$ cat config.mk
export PLATFORM = sky130hd
export DESIGN_NAME = id_ex_register
export DESIGN_NICKNAME = d
export VERILOG_FILES = /design/src/rtl/pipeline_pkg.sv /design/src/rtl/detector_hazard_carga.sv /design/src/rtl/id_ex_register.sv
export SDC_FILE = /design/constraint.sdc
export NUM_CORES = 1
export LEC_CHECK = 0
export ABC_AREA = 0
export ABC_CLOCK_PERIOD_IN_PS = 2950
export BUFFER_PORTS_ARGS = -buffer_cell sky130_fd_sc_hd__buf_2
export CORE_AREA = 2 2 143 145
export DETAILED_ROUTE_END_ITERATION = 10
export DIE_AREA = 0 0 145 147
export MAX_ROUTING_LAYER = met4
export PLACE_DENSITY = 0.66
export SLEW_MARGIN = 20
export SYNTH_ARGS = -nofsm -noshare
export SYNTH_HDL_FRONTEND = slang
export SYNTH_SLANG_ARGS = --single-unit
$ cat constraint.sdc
create_clock -name clk -period 2.95 [get_ports clk]
set_clock_uncertainty 0.1 [all_clocks]
set_input_delay 0 -clock clk [delete_from_list [all_inputs] [get_ports clk]]
set_output_delay 0 -clock clk [all_outputs]
set_load 0.005 [all_outputs]
$ cat src/rtl/pipeline_pkg.sv
// Shared pipeline definitions: control-bundle layout, NOP encoding and ALU operation codes.
package pipeline_pkg;

  localparam int LARGURA_CONTROLE     = 10;
  localparam int BIT_HABILITA_ESCRITA = 0;
  localparam int BIT_LE_MEMORIA       = 1;
  localparam int BIT_ESCREVE_MEMORIA  = 2;
  localparam int BIT_MEM_PARA_REG     = 3;
  localparam int BIT_ALU_SRC          = 4;
  localparam int BIT_DESVIO           = 5;
  localparam int CAMPO_ALU_OP         = 6;
  localparam int LARGURA_ALU_OP       = 4;

  localparam logic [LARGURA_CONTROLE-1:0] CONTROLE_NOP = '0;

  typedef enum logic [LARGURA_ALU_OP-1:0] {
    ALU_ADD  = 4'd0,
    ALU_SUB  = 4'd1,
    ALU_AND  = 4'd2,
    ALU_OR   = 4'd3,
    ALU_XOR  = 4'd4,
    ALU_SLL  = 4'd5,
    ALU_SRL  = 4'd6,
    ALU_SRA  = 4'd7,
    ALU_SLT  = 4'd8,
    ALU_SLTU = 4'd9
  } alu_op_t;

endpackage

$ cat src/rtl/detector_hazard_carga.sv
// Load-use hazard detector: a load in EX whose destination is read by the valid ID instruction.
module detector_hazard_carga #(
  parameter int LARGURA_ENDERECO = 5
) (
  input  logic                        valido_id,
  input  logic                        valido_ex,
  input  logic                        le_memoria_ex,
  input  logic [LARGURA_ENDERECO-1:0] endereco_destino_ex,
  input  logic [LARGURA_ENDERECO-1:0] endereco_fonte1,
  input  logic [LARGURA_ENDERECO-1:0] endereco_fonte2,
  output logic                        carga_uso
);

  // Both sources are compared even if the instruction ignores one; a false stall is harmless.
  assign carga_uso = valido_id && valido_ex && le_memoria_ex &&
                     (endereco_destino_ex != '0) &&
                     ((endereco_destino_ex == endereco_fonte1) ||
                      (endereco_destino_ex == endereco_fonte2));

endmodule

$ cat src/rtl/id_ex_register.sv
// ID/EX pipeline register with write-back bypass, load-use bubble insertion,
// flush/freeze handling and a saturating bubble counter.
module id_ex_register #(
  parameter int LARGURA_DADO     = 32,
  parameter int LARGURA_ENDERECO = 5,
  parameter int LARGURA_CONTROLE = pipeline_pkg::LARGURA_CONTROLE,
  parameter int LARGURA_CONTADOR = 16
) (
  input  logic                        clk,
  input  logic                        reset,
  input  logic                        valido_id,
  input  logic [LARGURA_DADO-1:0]     pc_id,
  input  logic [LARGURA_DADO-1:0]     dado_fonte1,
  input  logic [LARGURA_DADO-1:0]     dado_fonte2,
  input  logic [LARGURA_ENDERECO-1:0] endereco_fonte1,
  input  logic [LARGURA_ENDERECO-1:0] endereco_fonte2,
  input  logic [LARGURA_ENDERECO-1:0] endereco_destino,
  input  logic [LARGURA_DADO-1:0]     imediato_id,
  input  logic [LARGURA_CONTROLE-1:0] controle_id,
  input  logic                        wb_habilita_escrita,
  input  logic [LARGURA_ENDERECO-1:0] wb_endereco_destino,
  input  logic [LARGURA_DADO-1:0]     wb_dado,
  input  logic                        descarta,
  input  logic                        congela,
  output logic                        parar_id,
  output logic                        valido_ex,
  output logic [LARGURA_DADO-1:0]     pc_ex,
  output logic [LARGURA_DADO-1:0]     imediato_ex,
  output logic [LARGURA_DADO-1:0]     dado_fonte1_ex,
  output logic [LARGURA_DADO-1:0]     dado_fonte2_ex,
  output logic [LARGURA_ENDERECO-1:0] endereco_fonte1_ex,
  output logic [LARGURA_ENDERECO-1:0] endereco_fonte2_ex,
  output logic [LARGURA_ENDERECO-1:0] endereco_destino_ex,
  output logic [LARGURA_CONTROLE-1:0] controle_ex,
  output logic [LARGURA_CONTADOR-1:0] contador_bolhas
);

  localparam logic [LARGURA_CONTADOR-1:0] CONTADOR_UM = LARGURA_CONTADOR'(1);
  localparam logic [LARGURA_CONTROLE-1:0] NOP = LARGURA_CONTROLE'(pipeline_pkg::CONTROLE_NOP);

  logic                    carga_uso;
  logic                    bypass1, bypass2;
  logic [LARGURA_DADO-1:0] operando1, operando2;

  detector_hazard_carga #(
    .LARGURA_ENDERECO(LARGURA_ENDERECO)
  ) u_detector (
    .valido_id          (valido_id),
    .valido_ex          (valido_ex),
    .le_memoria_ex      (controle_ex[pipeline_pkg::BIT_LE_MEMORIA]),
    .endereco_destino_ex(endereco_destino_ex),
    .endereco_fonte1    (endereco_fonte1),
    .endereco_fonte2    (endereco_fonte2),
    .carga_uso          (carga_uso)
  );

  assign parar_id = (carga_uso || congela) && !descarta;

  // x0 never bypasses, so a read of x0 keeps the register_file zero.
  assign bypass1   = wb_habilita_escrita && (wb_endereco_destino == endereco_fonte1) &&
                     (endereco_fonte1 != '0);
  assign bypass2   = wb_habilita_escrita && (wb_endereco_destino == endereco_fonte2) &&
                     (endereco_fonte2 != '0);
  assign operando1 = bypass1 ? wb_dado : dado_fonte1;
  assign operando2 = bypass2 ? wb_dado : dado_fonte2;

  always_ff @(posedge clk or negedge reset) begin
    if (!reset) begin
      valido_ex           <= 1'b0;
      pc_ex               <= '0;
      imediato_ex         <= '0;
      dado_fonte1_ex      <= '0;
      dado_fonte2_ex      <= '0;
      endereco_fonte1_ex  <= '0;
      endereco_fonte2_ex  <= '0;
      endereco_destino_ex <= '0;
      controle_ex         <= NOP;
      contador_bolhas     <= '0;
    end else if (descarta || (!congela && carga_uso)) begin
      // Flush beats freeze; only load-use bubbles are counted.
      valido_ex           <= 1'b0;
      pc_ex               <= '0;
      imediato_ex         <= '0;
      dado_fonte1_ex      <= '0;
      dado_fonte2_ex      <= '0;
      endereco_fonte1_ex  <= '0;
      endereco_fonte2_ex  <= '0;
      endereco_destino_ex <= '0;
      controle_ex         <= NOP;
      if (!descarta && (contador_bolhas != '1))
        contador_bolhas <= contador_bolhas + CONTADOR_UM;
    end else if (!congela) begin
      valido_ex           <= valido_id;
      pc_ex               <= pc_id;
      imediato_ex         <= imediato_id;
      dado_fonte1_ex      <= operando1;
      dado_fonte2_ex      <= operando2;
      endereco_fonte1_ex  <= endereco_fonte1;
      endereco_fonte2_ex  <= endereco_fonte2;
      endereco_destino_ex <= endereco_destino;
      controle_ex         <= valido_id ? controle_id : NOP;
    end
  end

endmodule

==> results.txt <==
----------------------------------------------------
[Routing]
  Routed wirelength normalized by instance count ... between 15 and 20 µm
  Via density per instance ... 5.048
  Initial drt markers ... approximately 400
  Total vias in the final route ... roughly 7,400
  Remaining routing DRC violations ... 0
  Antenna viol nets, final ... 0
  Number of iterations in the first detailed-routing pass ... 5
  Aggregate routed wire length ... between 20,000 and 30,000 µm

[Global routing]
  Largest net degree at the start of global routing ... 80
  Global-route wire length before repair ... approximately 42,000 µm
  Antenna violations before repair ... 2
  Total global routing overflow ... 0
  Number of global-route vias before repair ... about 8,000
  Total global-route track usage ... roughly a quarter

[Timing]
  RSZ-0062 raised after global routing ... no
  Minimum clock period after layout ... between 2000 and 3000 ps
  Transition time at the pin with the least slew margin ... roughly 620 ps
  Total Negative Setup Slacks ... 0 ps
  Setup-violating endpoint count in the final report ... 0
  Hold slack final ... around 8.4 ps
  Final hold violations ... 0
  F_max ... about 0.36 GHz
  Final cycle utilization of the critical path ... 94.94%
  Worst-case headroom to the max-slew limit ... between 50% and 60%
  Final Slew Violations ... 0

[Setup path]
  Critical path class ... reg2reg
  Cell family contributing the most delay on the critical path ... buffers and inverters
  Critical path required time ... around 3200 ps
  Cell breakdown of the critical path ... or4_1 > o2111ai_1 > inv_1 > a21boi_4 > clkbuf_16 > a22o_1 > dlygate4sd3_1
  Worst reg2reg setup slack ... 150 ps
  Type of element launching the critical path ... flip-flop
  Maximum fanout along the worst path ... 20
  WP buf/inv ... 3
  Critical path endpoint category ... flip-flop
  Crit-path slowest cell ... dlygate4sd3_1
  Arrival time worst endpoint ... approximately 3100 ps
  Delay of the slowest cell on the worst path ... approximately 580 ps

[Clock tree]
  Buffer cell driving the clock tree root ... clkbuf_16
  H-tree depth ... 4
  Sink count of the clock tree ... 170
  TritonCTS buffer count ... 17
  Number of setup buffers added after CTS ... 0
  Clock transition at path regs ... approximately 70 ps
  Clock Tree Buf Depth ... 2
  Skew-Pair Late Insertion Delay ... between 400 and 500 ps
  Clock tree from TritonCTS ... built

[Power and ir drop]
  Sequential fraction of design power ... between 40% and 50%
  Clock Power Share ... 40.3%
  Cell Pwr Density ... between 400 and 500 mW/mm²
  Combinational group share of total power ... about 16%
  Sw Share ... 25.38%
  Total leakage power ... roughly 6.2 nW
  Internal Power ... 4.284 mW
  Peak ir drop on the vdd network ... about 0.35 mV
  Sw power ... about 1.5 mW
  PnR Total Power ... 5.741 mW

[Synth]
  Post-synth net total ... between 700 and 800
  Per-instance average area after synthesis ... roughly 12 µm²
  Synthesis warning total ... 0
  Leading post-synthesis cells by instance count ... dfrtp_1 (170), a22o_1 (89), nand2_1 (76), mux2i_1 (64), o21ai_0 (64)
  Post-Syn Area ... 0.007097 mm²
  Number of flops mapped to enable cells by yosys ... 0
  Cell with the most instances after synthesis ... dfrtp_1
  Cell types occupying the most area after synthesis ... dfrtp_1 (60%), a22o_1 (11%), mux2i_1 (9.0%)
  Most used flip-flop cell after synthesis ... dfrtp_1
  Number of storage elements in the synthesis netlist ... 170
  Sequential element share of the synthesized area ... about 60%
  Cells after synthesis ... slightly below 600
  Async set-reset flop share out of synthesis ... between 90% and 100%
  Number of library cell types mapped by synthesis ... 33
  Cell type contributing the most total cell area after synthesis ... dfrtp_1
  Fraction of synthesized cell area taken by the top area cell type ... 59.94%

[Job]
  Max-Cap Viols ... 0

[Floorplanning]
  Height of the chip ... 147 µm
  Number of rows in the core area ... 52
  Placeable core area ... between 0.015 and 0.02 mm²
  I/O pin count ... approximately 370
  Starting utilization of the core area ... roughly 36%
  Die width ... 145 µm
  Floorplan die area ... 0.02132 mm²

[Worst hold path]
  Min-delay worst type ... in2async

[Place]
  Half-perimeter wire length after placement ... between 15,000 and 20,000 µm
  Port Buf Inserts ... ~370
  GP Congestion ... 0.7942

[Finish]
  Synthesis-to-layout area growth ... 73.01%
  Net count reported at finish ... ~1,400
  Fraction of layout instances using a drive strength above 1 ... roughly a third
  Fill cell total of the finished layout ... roughly 1,500
  Register area ... between 0.004 and 0.005 mm²
  Area of combinational cells with multiple inputs ... about 0.0027 mm²
  Finished Core Util ... around three fifths

[Outcome]
  Outcome ... complete, no violations

----------------------------------------------------
-- state kept, by name, indices dropped and copies added (netlist names) --
name	flops
dado_fonte1_ex	32
dado_fonte2_ex	32
imediato_ex	32
pc_ex	32
contador_bolhas	16
controle_ex	10
endereco_destino_ex	5
endereco_fonte1_ex	5
endereco_fonte2_ex	5
valido_ex	1
-- power groups by stage --
| stage | registers, mW | clock network (mW) | logic (mW) |
|---|---|---|---|
| 2_1_floorplan | 2.57 | 0 | 0.211 |
| 3_3_place_gp | 2.55 | 0 | 0.611 |
| 3_5_place_dp | 2.56 | 0 | 0.617 |
| 4_1_cts | 2.51 | 2.37 | 0.867 |
| 5_1_grt | 2.53 | 2.48 | 0.972 |
| 6_report | 2.52 | 2.32 | 0.904 |
-- stage by stage --
step                instance area (µm²)  setup slack [ps]  instances
floorplan                          7097             920.4        593
global placement                   9273             580.3       1198
detailed placement                 9273             415.1       1198
CTS                               12230             55.10       1465
global route                      12280             7.616       1469
finish                            12280             149.3       1469
-- repair_timing --
| action | CTS | global route |
|---|---|---|
| hold buffers | 235 | 0 |
| endpoints found under the hold margin | 248 | 0 |
| gates resized for setup | 0 | 3 |
| setup endpoints to repair | 0 | 4 |
-- cell type report --
class	instances	share of cell area, %
Multi-Input combinational cell	381	21.92
Timing Repair Buffer	612	35.62
Tap cell	270	2.751
Sequential cell	170	34.65
Inverter	2	0.06114
Clock buffer	20	3.720
Antenna cell	2	0.04076
Clock inverter	12	1.243
-- routing by layer --
layer  GRT usage, %  vias to the layer above  routed length, µm
met4          12.57                        0               1082
met3          5.839                       95               1720
met5              -                        -                  0
met1          30.16                     3601              10610
li1               -                     3331                  -
met2          40.76                      388              13310
-- final timing paths --
kind                       depth (start not counted)              startpoint             endpoint
min                                                2                   reset  contador_bolhas[11]
min in group clk                                   3                descarta       controle_ex[9]
max reg2reg                                        7  endereco_destino_ex[0]            pc_ex[26]
max in group asynchronous                          3                   reset      imediato_ex[27]
max                                                7  endereco_destino_ex[0]            pc_ex[26]
min reg2reg                                        2       dado_fonte1_ex[5]    dado_fonte1_ex[5]
-- cells by family (layout without fill, tap and decap cells) --
family                   count (synthesis)  in the layout  share of synthesized area [%]
AND/OR/NAND/NOR                        122            122                          7.687
flip-flops                             170            170                          59.94
adder cells (fa/ha/maj)                  1              1                         0.1763
multiplexers                            66             66                          9.344
XOR/XNOR                                32             32                          3.949
other                                    0              2                              0
AO/OA/AOI/OAI                          160            160                          16.18
buffers and inverters                   42            646                          2.715
-- cell usage in the layout (no fill, tap or decap), types with 3 or more instances in the layout --
master / Yosys / final
buf_2: 13 / 365
dlygate4sd3_1: 0 / 235
dfrtp_1: 170 / 170
a22o_1: 89 / 89
nand2_1: 76 / 76
mux2i_1: 64 / 64
o21ai_0: 64 / 64
xor2_1: 20 / 20
clkbuf_16: 0 / 18
xnor2_1: 12 / 12
nor4_1: 12 / 12
nor3_1: 9 / 9
nand3_1: 7 / 7
buf_12: 0 / 6
inv_6: 0 / 5
a21oi_1: 3 / 3
nor2_4: 0 / 3
and3_1: 3 / 3
clkinv_4: 0 / 3
buf_6: 1 / 3
(Power assumes the default switching activity.)
